--- src/rtl/seg_scan_reader.sv ---
// Reader for a scanned active-low 7-segment bus: synchronizes, debounces, decodes to BCD per digit.
// Optional macro SEG_SCAN_DP_EN adds decimal-point capture (dp_in / dp_out).
module seg_scan_reader #(
  parameter int NUM_DIGITS    = 4,
  parameter int STABLE_CYCLES = 3
) (
  input  logic                    clk,
  input  logic                    rst,
  input  logic [0:6]              seg_in,
  input  logic [NUM_DIGITS-1:0]   dig_en,
  output logic [4*NUM_DIGITS-1:0] bcd_out,
  output logic [NUM_DIGITS-1:0]   digit_valid,
  output logic [NUM_DIGITS-1:0]   invalid_pat,
  output logic                    frame_done,
  output logic                    multi_err
`ifdef SEG_SCAN_DP_EN
  ,
  input  logic                    dp_in,
  output logic [NUM_DIGITS-1:0]   dp_out
`endif
);

  localparam int CW = 4;
  localparam logic [CW-1:0] STABLE_C = CW'(STABLE_CYCLES);

  // state   | meaning
  // IDLE    | no digit strobed
  // TRACK   | one digit strobed, waiting for a stable pattern
  // CAPTURE | write the stable pattern into its digit register
  // HOLD    | pattern already captured, waiting for a change
  // MULTI   | more than one strobe active, writes blocked
  localparam logic [2:0] ST_IDLE    = 3'd0;
  localparam logic [2:0] ST_TRACK   = 3'd1;
  localparam logic [2:0] ST_CAPTURE = 3'd2;
  localparam logic [2:0] ST_HOLD    = 3'd3;
  localparam logic [2:0] ST_MULTI   = 3'd4;

  logic [0:6]              seg_s1_q, seg_s2_q, seg_prev_q;
  logic [NUM_DIGITS-1:0]   dig_s1_q, dig_s2_q, dig_prev_q;
  logic [CW-1:0]           cnt_q, cnt_d;
  logic [2:0]              state_q, state_d, route_st;
  logic [NUM_DIGITS-1:0]   mask_q, mask_d;
  logic [4*NUM_DIGITS-1:0] bcd_q;
  logic [NUM_DIGITS-1:0]   valid_q, inv_q;
  logic                    frame_q, multi_q;
  logic                    changed, d_zero, d_onehot, d_multi, mask_full, cap_en;
  logic [4:0]              dec;

`ifdef SEG_SCAN_DP_EN
  logic                    dp_s1_q, dp_s2_q, dp_prev_q;
  logic [NUM_DIGITS-1:0]   dp_q;
`endif

  function automatic logic [4:0] decode_seg(input logic [0:6] s);
    case (s)
      7'b0000001: decode_seg = {1'b1, 4'h0};
      7'b1001111: decode_seg = {1'b1, 4'h1};
      7'b0010010: decode_seg = {1'b1, 4'h2};
      7'b0000110: decode_seg = {1'b1, 4'h3};
      7'b1001100: decode_seg = {1'b1, 4'h4};
      7'b0100100: decode_seg = {1'b1, 4'h5};
      7'b0100000: decode_seg = {1'b1, 4'h6};
      7'b0001111: decode_seg = {1'b1, 4'h7};
      7'b0000000: decode_seg = {1'b1, 4'h8};
      7'b0000100: decode_seg = {1'b1, 4'h9};
      7'b1111111: decode_seg = {1'b1, 4'hF};
      default:    decode_seg = {1'b0, 4'h0};
    endcase
  endfunction

  always_ff @(posedge clk or posedge rst) begin
    if (rst) begin
      seg_s1_q   <= '0;
      seg_s2_q   <= '0;
      seg_prev_q <= '0;
      dig_s1_q   <= '0;
      dig_s2_q   <= '0;
      dig_prev_q <= '0;
    end else begin
      seg_s1_q   <= seg_in;
      seg_s2_q   <= seg_s1_q;
      seg_prev_q <= seg_s2_q;
      dig_s1_q   <= dig_en;
      dig_s2_q   <= dig_s1_q;
      dig_prev_q <= dig_s2_q;
    end
  end

`ifdef SEG_SCAN_DP_EN
  always_ff @(posedge clk or posedge rst) begin
    if (rst) begin
      dp_s1_q   <= 1'b0;
      dp_s2_q   <= 1'b0;
      dp_prev_q <= 1'b0;
    end else begin
      dp_s1_q   <= dp_in;
      dp_s2_q   <= dp_s1_q;
      dp_prev_q <= dp_s2_q;
    end
  end

  assign changed = (seg_s2_q != seg_prev_q) || (dig_s2_q != dig_prev_q) || (dp_s2_q != dp_prev_q);
`else
  assign changed = (seg_s2_q != seg_prev_q) || (dig_s2_q != dig_prev_q);
`endif

  assign d_zero   = (dig_s2_q == '0);
  assign d_onehot = $onehot(dig_s2_q);
  assign d_multi  = !d_zero && !d_onehot;

  always_comb begin
    if (changed)
      cnt_d = CW'(1);
    else if (cnt_q >= STABLE_C)
      cnt_d = STABLE_C;
    else
      cnt_d = cnt_q + CW'(1);
  end

  always_comb begin
    if (d_zero)
      route_st = ST_IDLE;
    else if (d_multi)
      route_st = ST_MULTI;
    else
      route_st = ST_TRACK;
  end

  always_comb begin
    state_d = state_q;
    case (state_q)
      ST_IDLE: begin
        if (!d_zero)
          state_d = route_st;
      end
      ST_TRACK: begin
        if (d_onehot && cnt_d >= STABLE_C)
          state_d = ST_CAPTURE;
        else
          state_d = route_st;
      end
      ST_CAPTURE: begin
        state_d = changed ? route_st : ST_HOLD;
      end
      ST_HOLD: begin
        if (changed)
          state_d = route_st;
      end
      ST_MULTI: begin
        if (!d_multi)
          state_d = route_st;
      end
      default: state_d = ST_IDLE;
    endcase
  end

  // The previous-sample registers hold exactly the pattern that was judged stable.
  assign cap_en    = (state_q == ST_CAPTURE);
  assign dec       = decode_seg(seg_prev_q);
  assign mask_full = &mask_q;
  assign mask_d    = (mask_full ? '0 : mask_q) | (cap_en ? dig_prev_q : '0);

  always_ff @(posedge clk or posedge rst) begin
    if (rst) begin
      state_q <= ST_IDLE;
      cnt_q   <= '0;
      mask_q  <= '0;
      frame_q <= 1'b0;
      multi_q <= 1'b0;
    end else begin
      state_q <= state_d;
      cnt_q   <= cnt_d;
      mask_q  <= mask_d;
      frame_q <= mask_full;
      multi_q <= (state_d == ST_MULTI) && (state_q != ST_MULTI);
    end
  end

  always_ff @(posedge clk or posedge rst) begin
    if (rst) begin
      bcd_q   <= '0;
      valid_q <= '0;
      inv_q   <= '0;
    end else if (cap_en) begin
      for (int i = 0; i < NUM_DIGITS; i++) begin
        if (dig_prev_q[i]) begin
          if (dec[4]) begin
            bcd_q[4*i +: 4] <= dec[3:0];
            valid_q[i]      <= 1'b1;
            inv_q[i]        <= 1'b0;
          end else begin
            inv_q[i]        <= 1'b1;
          end
        end
      end
    end
  end

`ifdef SEG_SCAN_DP_EN
  always_ff @(posedge clk or posedge rst) begin
    if (rst) begin
      dp_q <= '0;
    end else if (cap_en) begin
      for (int i = 0; i < NUM_DIGITS; i++) begin
        if (dig_prev_q[i])
          dp_q[i] <= ~dp_prev_q;
      end
    end
  end

  assign dp_out = dp_q;
`endif

  assign bcd_out     = bcd_q;
  assign digit_valid = valid_q;
  assign invalid_pat = inv_q;
  assign frame_done  = frame_q;
  assign multi_err   = multi_q;

endmodule
--- config.mk ---
export PLATFORM = sky130hd
export DESIGN_NAME = seg_scan_reader
export DESIGN_NICKNAME = d
export VERILOG_FILES = /design/src/rtl/seg_scan_reader.sv
export SDC_FILE = /design/constraint.sdc
export NUM_CORES = 1
export LEC_CHECK = 0
export CAP_MARGIN = 10
export CORE_MARGIN = 4
export CORE_UTILIZATION = 29
export DETAILED_ROUTE_END_ITERATION = 10
export PLACE_DENSITY_LB_ADDON = 0.2
export SLEW_MARGIN = 20
export SYNTH_ARGS = -nofsm -noshare
export SYNTH_HDL_FRONTEND = slang
export SYNTH_SLANG_ARGS = --single-unit
--- constraint.sdc ---
create_clock -name clk -period 6.9 [get_ports clk]
set_input_delay 1.38 -clock clk [delete_from_list [all_inputs] [get_ports clk]]
set_output_delay 1.38 -clock clk [all_outputs]
set_load 0.01 [all_outputs]
## Yosys cells after proc, flatten, opt, wreduce, memory -nomap -nowiden

Index checks and enable logic that the tools add are counted.

- Register bits after elaboration: 70
- Input bits: 13

- $add $sub $neg: 4
- Order comparisons: 2
- Equality and inequality tests: 19
- Mux-type cells: 14
- Bitwise operators: 1
- Reductions and logical operators: 18

Operator list:

| cell | number |
|---|---|
| 5-bit case mux with 11 select lines | 1 |
| 7-bit equality test, second input constant | 3 |
| 3-bit two-way mux | 7 |
| 4-bit two-way mux | 4 |
| 3-bit case mux with 5 select lines | 1 |
| 7-bit by 3-bit equality test with 1-bit output, second input constant | 2 |
| 7-bit by 6-bit equality test with 1-bit output, second input constant | 2 |
| 3-bit AND reduction | 4 |
| 4-bit by 2-bit greater-or-equal comparator with 1-bit output, second input constant | 2 |
| 2-bit AND reduction | 4 |
| 7-bit by 1-bit equality test with 1-bit output, second input constant | 1 |
| 7-bit by 4-bit equality test with 1-bit output, second input constant | 1 |
| 7-bit by 5-bit equality test with 1-bit output, second input constant | 1 |
| 7-bit zero test | 1 |
| 7-bit inequality test | 1 |
| 3-bit by 1-bit equality test with 1-bit output, second input constant | 2 |
| 3-bit by 2-bit equality test with 1-bit output, second input constant | 2 |
| 3-bit equality test, second input constant | 2 |
| 1-bit by 1-bit adder with 2-bit output | 2 |
| 4-bit by 1-bit adder with 4-bit output, second input constant | 1 |
| 4-bit zero test | 1 |
| 4-bit inequality test | 1 |
| 4-bit bitwise OR | 1 |
| 4-bit AND reduction | 1 |
| other kinds (7) | 10 |

## Depth between registers and ports, before layout

Gate-level depths: netlist (run 1).

- Depth after elaboration: 11
- Depth in mapped cells: 9

## Worst setup path after synthesis (run 1)

Ideal clock, no wire load.

- Path kind: reg2reg
- From: register dig_s2_q[0]
- To: register state_q[0]
- Setup time: 0.083 ns
- Data arrival time: 2.118 ns
- Slack: 4.699 ns
- Cell stages (with the launch flop): 10
- Buffers on the path: 0
- Period minus slack after synthesis: 2.201 ns
- Path through: dfrtp_1 > inv_1 > fa_1 > inv_1 > ha_1 > ha_1 > nor3b_1 > nor2b_1 > mux2i_1 > o21ai_0

- Cells in the longest elaborated chain, start to end: 9
- Elaborated cells on any way between the ends: 20

Ends and longest elaborated chain:

| item | line | source |
|---|---|---|
| start, declared | 39 | `logic [NUM_DIGITS-1:0] dig_s1_q, dig_s2_q, dig_prev_q;` |
| start signal, assigned | 84 | `dig_s2_q <= dig_s1_q;` |
| 1-bit by 1-bit adder with 2-bit output (implied by the code) | 108 | `assign d_onehot = $onehot(dig_s2_q);` |
| 2-bit by 2-bit adder with 3-bit output (implied by the code) | 108 |  |
| 3-bit by 1-bit equality test with 1-bit output | 108 |  |
| 1-bit zero test | 109 | `assign d_multi = !d_zero && !d_onehot;` |
| 1-bit logical AND | 109 |  |
| 3-bit two-way mux | 123 | `else if (d_multi)` |
| 3-bit two-way mux | 121 | `if (d_zero)` |
| 3-bit two-way mux (on tied branches) | n/a |  |
| 3-bit case mux with 5 select lines * | 131 | `case (state_q)` |
| net state_d[0] | 41 | `logic [2:0] state_q, state_d, route_st;` |
| end signal, assigned | 171 | `state_q <= state_d;` |
| end, declared | 41 |  |

The timed path passes the listed nets; every way through them passes the cells marked *.
A chain may end at the register's enable or synchronous reset.

## Final worst setup path (run 1)

- From: register bcd_q[8] (netlist: bcd_out[8])
- To: output port bcd_out[8]

RTL lines:

| item | line | source |
|---|---|---|
| start, declared | 43 | `logic [4*NUM_DIGITS-1:0] bcd_q;` |
| start signal, assigned by index | 188 | `bcd_q[4*i +: 4] <= dec[3:0];` |
| end, declared | 11 | `output logic [4*NUM_DIGITS-1:0] bcd_out,` |

No word-level cell between the ends.

==> metrics.md, run 1 <==
| Metric | Value |
|---|---|
| DR iter-0 viols | `62` |
| Busiest grt layer | `met2` |
| WS Path Type | `flop to output pin` |
| Clk_skew | `0.00524 ns` |
| Max Clk Rate | `about 380 MHz` |
| Ports | `39` |
| RSZ-0062 raised after global routing | `no` |
| Clock Tree Buf Depth | `2` |
| Worst-path fanout max | `2` |
| Post-DP HPWL | `approximately 3300 µm` |
| Pwr Density | `about 250 mW/mm²` |
| CTS buffer count | `9` |
| Top cells by area, synth | `dfrtp_1 65%, mux2_2 5.0%, xnor2_1 3.9%` |
| Mapped Area | `0.00268 mm²` |
| Period utilisation layout | `around two fifths` |
| Hold Path End | `seg_s2_q[2]` |
| First-pass GRT wire length | `8000 µm` |
| Worst hold start | `seg_s1_q[2]` |
| Number of global-route vias before repair | `approximately 1,600` |
| Worst path buffer plus inverter count | `1` |
| Die ar. | `0.0108 mm²` |
| Max IR drop VDD | `125 µV` |
| Total GRT Usage | `9.45%` |
| FP Rows | `34` |
| Diode count | `0` |
| Final std cells w/o fill | `361` |
| Required time worst endpoint | `~5.5 ns` |
| Area Growth Syn to Fin | `26.5%` |
| CTS HTree Levels | `3` |
| Startpoint Class | `flop` |
| Status | `finished clean` |
| Avg Vias per Cell | `4.45` |
| Setup tns final | `0 ns` |
| Share of the synthesized area in the top cell type | `65.4%` |
| DIE HEIGHT | `roughly 100 µm` |
| Number of synthesized register bits | `70` |
| Post-Syn Area per Cell | `around 13 µm²` |
| Setup violators final | `0` |
| R2r setup slk | `4.48 ns` |
| Met2 Use GR | `13.2%` |
| Max stage delay cell, worst path | `clkdlybuf4s50_1` |
| Final WL | `4720 µm` |
| PostCTS Resize Cnt | `0` |
| Die width | `104 µm` |
| CTS Hold Bufs | `0` |
| Vias | `1,606` |
| # Max-Cap Violations | `0` |
| Clock transition at path regs | `roughly 0.070 ns` |
| Starting Density | `30.3%` |
| Synth cell types | `40` |
| Avg WL per Cell | `13.1 µm` |
| Place WS | `4.28 ns` |
| RR Endpoint | `state_q[0]` |
| CP arrival | `roughly 1.3 ns` |
| Filler cells | `872` |
| Yosys top cell by area | `dfrtp_1` |
| Worst reg2reg path depth | `9` |
| Clk sinks | `70` |
| Worst hold margin | `0.350 ns` |
| Root Driver | `clkbuf_8` |
| Min Tclk post-route | `2.64 ns` |
| Layout net count | `266` |
| GRT overflow | `0` |
| Largest net degree at the start of global routing | `71` |
| Worst-Margin Slew | `0.872 ns` |
| Port Buffers | `38` |
| Residual DRC | `0` |
| TritonCTS clock tree | `yes` |
| Core area | `0.00885 mm²` |
| Routed Antenna Nets | `0` |
| Initial antenna violation count | `0` |
| Cells on Worst Hold Path | `0` |
| P_leak | `0.00148 µW` |
| Worst R2R Start | `dig_s2_q[0]` |
| Seq. cell area | `0.00175 mm²` |
| CP max stage delay | `0.55 ns` |
| Seq/Total Area, Yosys | `roughly two thirds` |
| Worst min-delay path class | `flop to flop` |
| Yosys warnings | `0` |
| Cells after Synth | `about 200` |
| RePlAce Congestion | `0.754` |
| Max-slew violations | `0` |
| Slew headroom | `41.9%` |
| CP Capture Type | `output pin` |
| Setup bufs post-CTS | `0` |
| Final Hold Fails | `0` |
| DRT Pass-1 Iters | `4` |
| Share of cells above drive strength 1 | `~17%` |
| Final Worst Setup Slack | `4.26 ns` |
| Crit path max-delay family | `buffers and inverters` |
| Crit-path cells | `clkdlybuf4s50_1` |
| Placed cells | `between 300 and 400` |
| Multi-input gate area | `858 µm²` |
| Clk_lat worst skew | `0.35 ns` |
| M3 GR Usage | `under 10%` |
| M1 GR Usage | `12.0%` |
cell families (layout without fill, tap and decap cells):
kind of cell	count (synthesis)	in the layout	share of synthesized area (%)
flip-flops	70	70	65.4
XOR/XNOR	12	12	3.92
buffers and inverters	15	64	2.71
other	1	2	0.140
adder cells (fa/ha/maj)	5	5	2.62
AO/OA/AOI/OAI	32	32	8.22
multiplexers	13	13	5.42
AND/OR/NAND/NOR	55	55	11.6
worst max-delay path by stage:
stage	from	to	slack, ns	depth (start not counted)
6_report	bcd_out[8]	bcd_out[8]	4.26	1
5_1_grt	bcd_out[10]	bcd_out[10]	4.21	1
4_1_cts	bcd_out[10]	bcd_out[10]	4.24	1
3_5_place_dp	rst	seg_s1_q[1]	4.28	3
3_3_place_gp	rst	seg_s1_q[1]	4.31	3
2_1_floorplan	rst	bcd_out[0]	3.75	1
synth_stat cells (all sizes together):
master   number
o21ai        16
nor4          2
conb          1
xnor2        12
nor2          2
fa            1
o21a          1
a31oi         1
dfrtp        70
or4           1
inv           9
nor2b         1
a21oi         8
nor3          4
mux2         12
o22ai         1
a2111oi       2
or3b          1
nand4         6
nor3b         4
nand2        18
nand3b        2
o32a          1
buf           6
nand2b        2
or2           4
o21bai        1
nand3         4
a21boi        1
ha            4
mux2i         1
or4b          1
or3           3
per-stage QoR:
step,area (µm²),util (%),total power (µW)
final,3390,38.3,854
after global routing,3390,38.3,892
after CTS,3390,38.3,871
after detailed placement,3170,35.8,501
after global placement,3170,35.8,500
after floorplan,2680,-,481
final cells by class:
class,count,share of cell area [%]
Timing Repair Buffer,39,11.4
Multi-Input combinational cell,119,25.3
Clock buffer,10,4.06
Tap cell,108,3.99
Sequential cell,70,51.7
Inverter,9,0.997
Clock inverter,6,2.51
cell usage in the layout (no fill, tap or decap), types with 4 or more instances in the layout:
| cell type | instances |
|---|---|
| dfrtp_1 | 70 |
| nand3_1 | 4 |
| inv_1 | 8 |
| mux2_2 | 12 |
| xnor2_1 | 12 |
| ha_1 | 4 |
| o21ai_0 | 16 |
| nor3b_1 | 4 |
| clkbuf_8 | 10 |
| nand2_1 | 18 |
| or2_2 | 4 |
| nand4_1 | 6 |
| clkdlybuf4s50_1 | 38 |
| a21oi_2 | 5 |
power by group:
part	switching, µW	internal (µW)	total, µW
sequential	16.4	426	442
clock	150	212	362
combinational	24.1	25.4	49.5
total	191	663	854
routing by layer:
metal | share of wire [%] | wire (µm)
met1 | 48 | 2280
met2 | 42 | 1980
met3 | 7.4 | 350
met4 | 2.4 | 111
met5 | 0 | 0
registers in the layout, summed over array words and instances, names as in the netlist:
signal and count:
multi_err 1, cnt_q 4, mask_q 4, bcd_out 16, dig_s2_q 4, seg_s1_q 7, invalid_pat 4, seg_s2_q 7
dig_prev_q 4, frame_done 1, digit_valid 4, seg_prev_q 7, dig_s1_q 4, state_q 3
No activity file was read; power rests on OpenSTA's default activity.
==> run 2, diff against run 1 <==
- clock period: 6.9 -> 2.5 ns (I/O delays scaled with it)
==> metrics.md, run 2 (synthesis results as in run 1) <==
| Metric | Value |
|---|---|
| Status | `finished clean` |
| GRT overflow | `0` |
| Total GRT Usage | `9.70%` |
| Clk_skew | `0.00667 ns` |
| P_leak | `0.00149 µW` |
| DR iter-0 viols | `66` |
| Post-Route Utilization | `38.2%` |
| Post-route cell area | `0.00338 mm²` |
| Final Worst Setup Slack | `0.252 ns` |
| Number of global-route vias before repair | `1,619` |
| Die width | `~100 µm` |
| Routed Antenna Nets | `0` |
| Root Driver | `clkbuf_8` |
| TritonCTS clock tree | `yes` |
| WS Path Type | `flop to flop` |
| Min Tclk post-route | `2.25 ns` |
| DIE HEIGHT | `104 µm` |
| Most frequent cells in the layout | `70 x dfrtp_1, 38 x clkdlybuf4s50_1, 18 x nand2_1` |
| Place WS | `0.281 ns` |
| Post-DP HPWL | `between 3000 and 4000 µm` |
| Avg Vias per Cell | `4.44` |
| Worst-path fanout max | `3` |
| FP Rows | `34` |
| Core area | `about 0.0088 mm²` |
| Crit path max-delay family | `adder cells` |
| Worst R2R Start | `dig_s2_q[0]` |
| Worst min-delay path class | `flop to flop` |
| DRT Pass-1 Iters | `4` |
| Crit-path cells | `inv_1 -> fa_1 -> inv_1 -> ha_1 -> ha_1 -> nor3b_1 -> buf_4 -> a31oi_1 -> nor3b_1` |
| CP max stage delay | `0.53 ns` |
| Slew headroom | `a little over half` |
| Commonest non-fill, non-tap cell in the layout | `dfrtp_1` |
| CP Capture Type | `flop` |
| Share of cells above drive strength 1 | `17.5%` |
| Layout net count | `271` |
| Area Growth Syn to Fin | `26.3%` |
| Pwr Density | `about 640 mW/mm²` |
| Setup violators final | `0` |
| Worst path buffer plus inverter count | `3` |
| Max IR drop VDD | `313 µV` |
| CP arrival | `2.50 ns` |
| Ports | `39` |
| # Max-Cap Violations | `0` |
| Final Hold Fails | `0` |
| Required time worst endpoint | `2.75 ns` |
| Post-placement cell area | `0.00322 mm²` |
| Flip-flop count of the largest register after layout | `16` |
| Period utilisation layout | `89.9%` |
| First-pass GRT wire length | `8270 µm` |
| Largest net degree at the start of global routing | `29` |
| Startpoint Class | `flop` |
| RSZ-0062 raised after global routing | `no` |
| Worst-Margin Slew | `0.672 ns` |
| Initial antenna violation count | `0` |
| Starting Density | `30.3%` |
| Max-slew violations | `0` |
| Avg WL per Cell | `13.0 µm` |
| Filler cells | `869` |
| Vias | `1,619` |
| Max Clk Rate | `445 MHz` |
| Die ar. | `roughly 0.011 mm²` |
| CTS HTree Levels | `3` |
| Clk_lat worst skew | `0.34 ns` |
| CTS Hold Bufs | `0` |
| PostCTS Resize Cnt | `0` |
| Setup tns final | `0 ns` |
| Clock transition at path regs | `about 0.070 ns` |
| Residual DRC | `0` |
| Setup bufs post-CTS | `0` |
| Port Buffers | `38` |
| Final WL | `4750 µm` |
| Max stage delay cell, worst path | `fa_1` |
| Clk sinks | `70` |
| Clock Tree Buf Depth | `2` |
| Setup crit start | `dig_s2_q[0]` |
| Diode count | `0` |
| Worst hold start | `dig_s1_q[2]` |
| RePlAce Congestion | `about 0.74` |
| CTS buffer count | `9` |
-- run 2: worst paths after layout --
check,to,slack (ns),cells past startpoint
worst max register to register,state_q[1],0.25,9
worst max-delay path,state_q[1],0.25,9
max in group asynchronous,seg_prev_q[0],1.31,3
worst min-delay path,dig_s2_q[2],0.34,0
worst min register to register,dig_s2_q[2],0.34,0
min in group asynchronous,digit_valid[3],0.53,2
-- run 2: routing by layer --
metal | up-vias | wire length, µm | GRT usage, %
li1 | 797 | - | -
met3 | 7 | 324 | 4.59
met1 | 772 | 2310 | 12.7
met2 | 43 | 2040 | 13.8
met4 | 0 | 75 | 3.70
met5 | - | 0 | 0
-- run 2: area by class of cell --
type	instances	area, µm²	share of cell area [%]
clock inverters	1	5.00	0.148
well taps	108	135	3.99
multi-input cells	119	858	25.4
flip-flops and latches	70	1750	51.8
repair buffers	44	438	12.9
inverters	9	33.8	0.998
clock buffers	14	163	4.81
-- run 2: worst register-to-register path: stages (launching register included) --
cell and delay, ns:
dfrtp_1 0.37, inv_1 0.09, fa_1 0.53, inv_1 0.04, ha_1 0.17, ha_1 0.27
nor3b_1 0.24, buf_4 0.16, a31oi_1 0.08, nor3b_1 0.21
-- run 2: where the power goes --
group / total [µW] / switching, µW / leakage (µW) / internal (µW)
Combinational: 151 / 72.8 / 0.000512 / 78.7
Sequential: 1220 / 42.0 / 0.000887 / 1180
Clock: 779 / 371 / 0.0000865 / 408
Total: 2150 / 485 / 0.00149 / 1660
-- run 2: stage by stage --
stage,hold WS [ns],power (µW),cells
after global placement,0.333,1390,350
after global routing,0.352,2260,365
after CTS,0.348,2200,365
after detailed placement,0.335,1390,350
after floorplan,0.331,1330,204
final,0.345,2150,365
==> run 3, diff against run 2 <==
--- a/config.mk
+++ b/config.mk
@@ -11,3 +11,5 @@
 export DETAILED_ROUTE_END_ITERATION = 10
+export GPL_TIMING_DRIVEN = 0
 export PLACE_DENSITY_LB_ADDON = 0.2
+export REMOVE_ABC_BUFFERS = 1
 export SLEW_MARGIN = 20
--- a/constraint.sdc
+++ b/constraint.sdc
@@ -3,2 +3,2 @@
 set_output_delay 0.5 -clock clk [all_outputs]
-set_load 0.01 [all_outputs]
+set_load 0.02 [all_outputs]
==> metrics.md, run 3 (synthesis results as in run 1) <==
| Metric | Value |
|---|---|
| CTS HTree Levels | `3` |
| Port Buffers | `38` |
| Vias | `about 1,600` |
| Min Tclk post-route | `around 2.3 ns` |
| P_leak | `~0.0015 µW` |
| Root Driver | `clkbuf_8` |
| # Max-Cap Violations | `0` |
| GRT overflow | `0` |
| Initial antenna violation count | `0` |
| Ports | `39` |
| Largest net degree at the start of global routing | `60` |
| Clk_lat worst skew | `0.33 ns` |
| CP arrival | `2.56 ns` |
| Area Growth Syn to Fin | `25.0%` |
| Worst min-delay path class | `flop to flop` |
| Commonest non-fill, non-tap cell in the layout | `dfrtp_1` |
| FP Rows | `34` |
| Place WS | `0.100 ns` |
| Clk sinks | `70` |
| Final Worst Setup Slack | `0.195 ns` |
| Avg WL per Cell | `approximately 13 µm` |
| Flip-flop count of the largest register after layout | `16` |
| Worst-Margin Slew | `approximately 0.71 ns` |
| CTS buffer count | `9` |
| Residual DRC | `0` |
| WS Path Type | `flop to flop` |
| First-pass GRT wire length | `7940 µm` |
| Startpoint Class | `flop` |
| Diode count | `0` |
| Number of global-route vias before repair | `about 1,500` |
| Slew headroom | `a little over half` |
| DRT Pass-1 Iters | `4` |
| Core area | `between 0.008 and 0.009 mm²` |
| Setup violators final | `0` |
| Max-slew violations | `0` |
| PostCTS Resize Cnt | `0` |
| TritonCTS clock tree | `yes` |
| Clk_skew | `0.00658 ns` |
| Post-Route Utilization | `~38%` |
| Post-DP HPWL | `3360 µm` |
| Share of cells above drive strength 1 | `around 16%` |
| Final WL | `4740 µm` |
| CTS Hold Bufs | `0` |
| Most frequent cells in the layout | `70 x dfrtp_1, 38 x clkdlybuf4s50_1, 18 x nand2_1` |
| Status | `finished clean` |
| Total GRT Usage | `9.35%` |
| Filler cells | `861` |
| Die ar. | `0.0108 mm²` |
| Clock Tree Buf Depth | `2` |
| Max Clk Rate | `434 MHz` |
| DR iter-0 viols | `approximately 130` |
| Routed Antenna Nets | `0` |
| Pwr Density | `634 mW/mm²` |
| DIE HEIGHT | `about 100 µm` |
| Avg Vias per Cell | `roughly 4.4` |
| Setup bufs post-CTS | `0` |
| Required time worst endpoint | `2.75 ns` |
| Max IR drop VDD | `between 200 and 300 µV` |
| Final Hold Fails | `0` |
| RSZ-0062 raised after global routing | `no` |
| CP Capture Type | `flop` |
| Starting Density | `30.3%` |
| Die width | `104 µm` |
| Clock transition at path regs | `0.07 ns` |
| Layout net count | `266` |
| Period utilisation layout | `between 90 and 100%` |
| RePlAce Congestion | `0.727` |
| Worst-path fanout max | `4` |
==> run 3: cell types whose count changed in the layout (fill, tap and decap cells not counted), sizes merged <==
cell / previous run / this run
clkinv: 1 / 2
clkbuf: 14 / 12
buf: 6 / 1
==> run 3: path summary, 6_finish.rpt <==
path	slack [ns]	startpoint	to	cells past startpoint
min in group asynchronous	0.42	rst	bcd_out[4]	2
worst max-delay path	0.19	dig_s2_q[0]	state_q[0]	9
worst min-delay path	0.34	seg_s1_q[5]	seg_s2_q[5]	0
max in group asynchronous	1.54	rst	bcd_out[10]	3
worst min register to register	0.34	seg_s1_q[5]	seg_s2_q[5]	0
worst max register to register	0.19	dig_s2_q[0]	state_q[0]	9
==> run 3: stage by stage <==
| stage | cell area [µm²] | hold WS [ns] | total power, µW | cells | TNS [ns] |
|---|---|---|---|---|---|
| floorplan | 2640 | 0.331 | 1330 | 198 | 0 |
| global placement | 3160 | 0.333 | 1380 | 344 | -65.74 |
| detailed placement | 3190 | 0.335 | 1390 | 345 | 0 |
| CTS | 3340 | 0.340 | 2160 | 359 | 0 |
| global route | 3350 | 0.346 | 2240 | 359 | 0 |
| finish | 3350 | 0.343 | 2120 | 359 | 0 |
==> run 3: final cells by class <==
type                            count  area, µm²  area share (%)
Multi-Input combinational cell    119        863            25.8
Timing Repair Buffer               39        408            12.2
Clock buffer                       12        145            4.33
Sequential cell                    70       1750            52.3
Inverter                            9       36.3            1.08
Tap cell                          108        135            4.03
Clock inverter                      2       10.0           0.299
==> run 3: critical path: stages, from the launching register on <==
cell and delay, ns:
dfrtp_1 0.39, inv_1 0.09, fa_1 0.53, inv_1 0.04
ha_1 0.17, ha_1 0.28, nor3b_2 0.28, nor2b_1 0.20
mux2i_1 0.08, o21ai_0 0.16
==> run 3: report_power, final <==
part / internal (µW) / switching (µW) / leakage [µW]
combinational: 75.0 / 72.0 / 0.000493
clock: 374 / 381 / 0.0000821
sequential: 1180 / 44.6 / 0.000887
==> run 3: routing by layer <==
layer / track usage [%] / up-vias / part of all wire (%)
met5: 0 / - / 0
met4: 5.13 / 0 / 2.1
met3: 3.23 / 10 / 5.4
met2: 13.4 / 39 / 43
met1: 12.4 / 750 / 49
li1: - / 789 / -
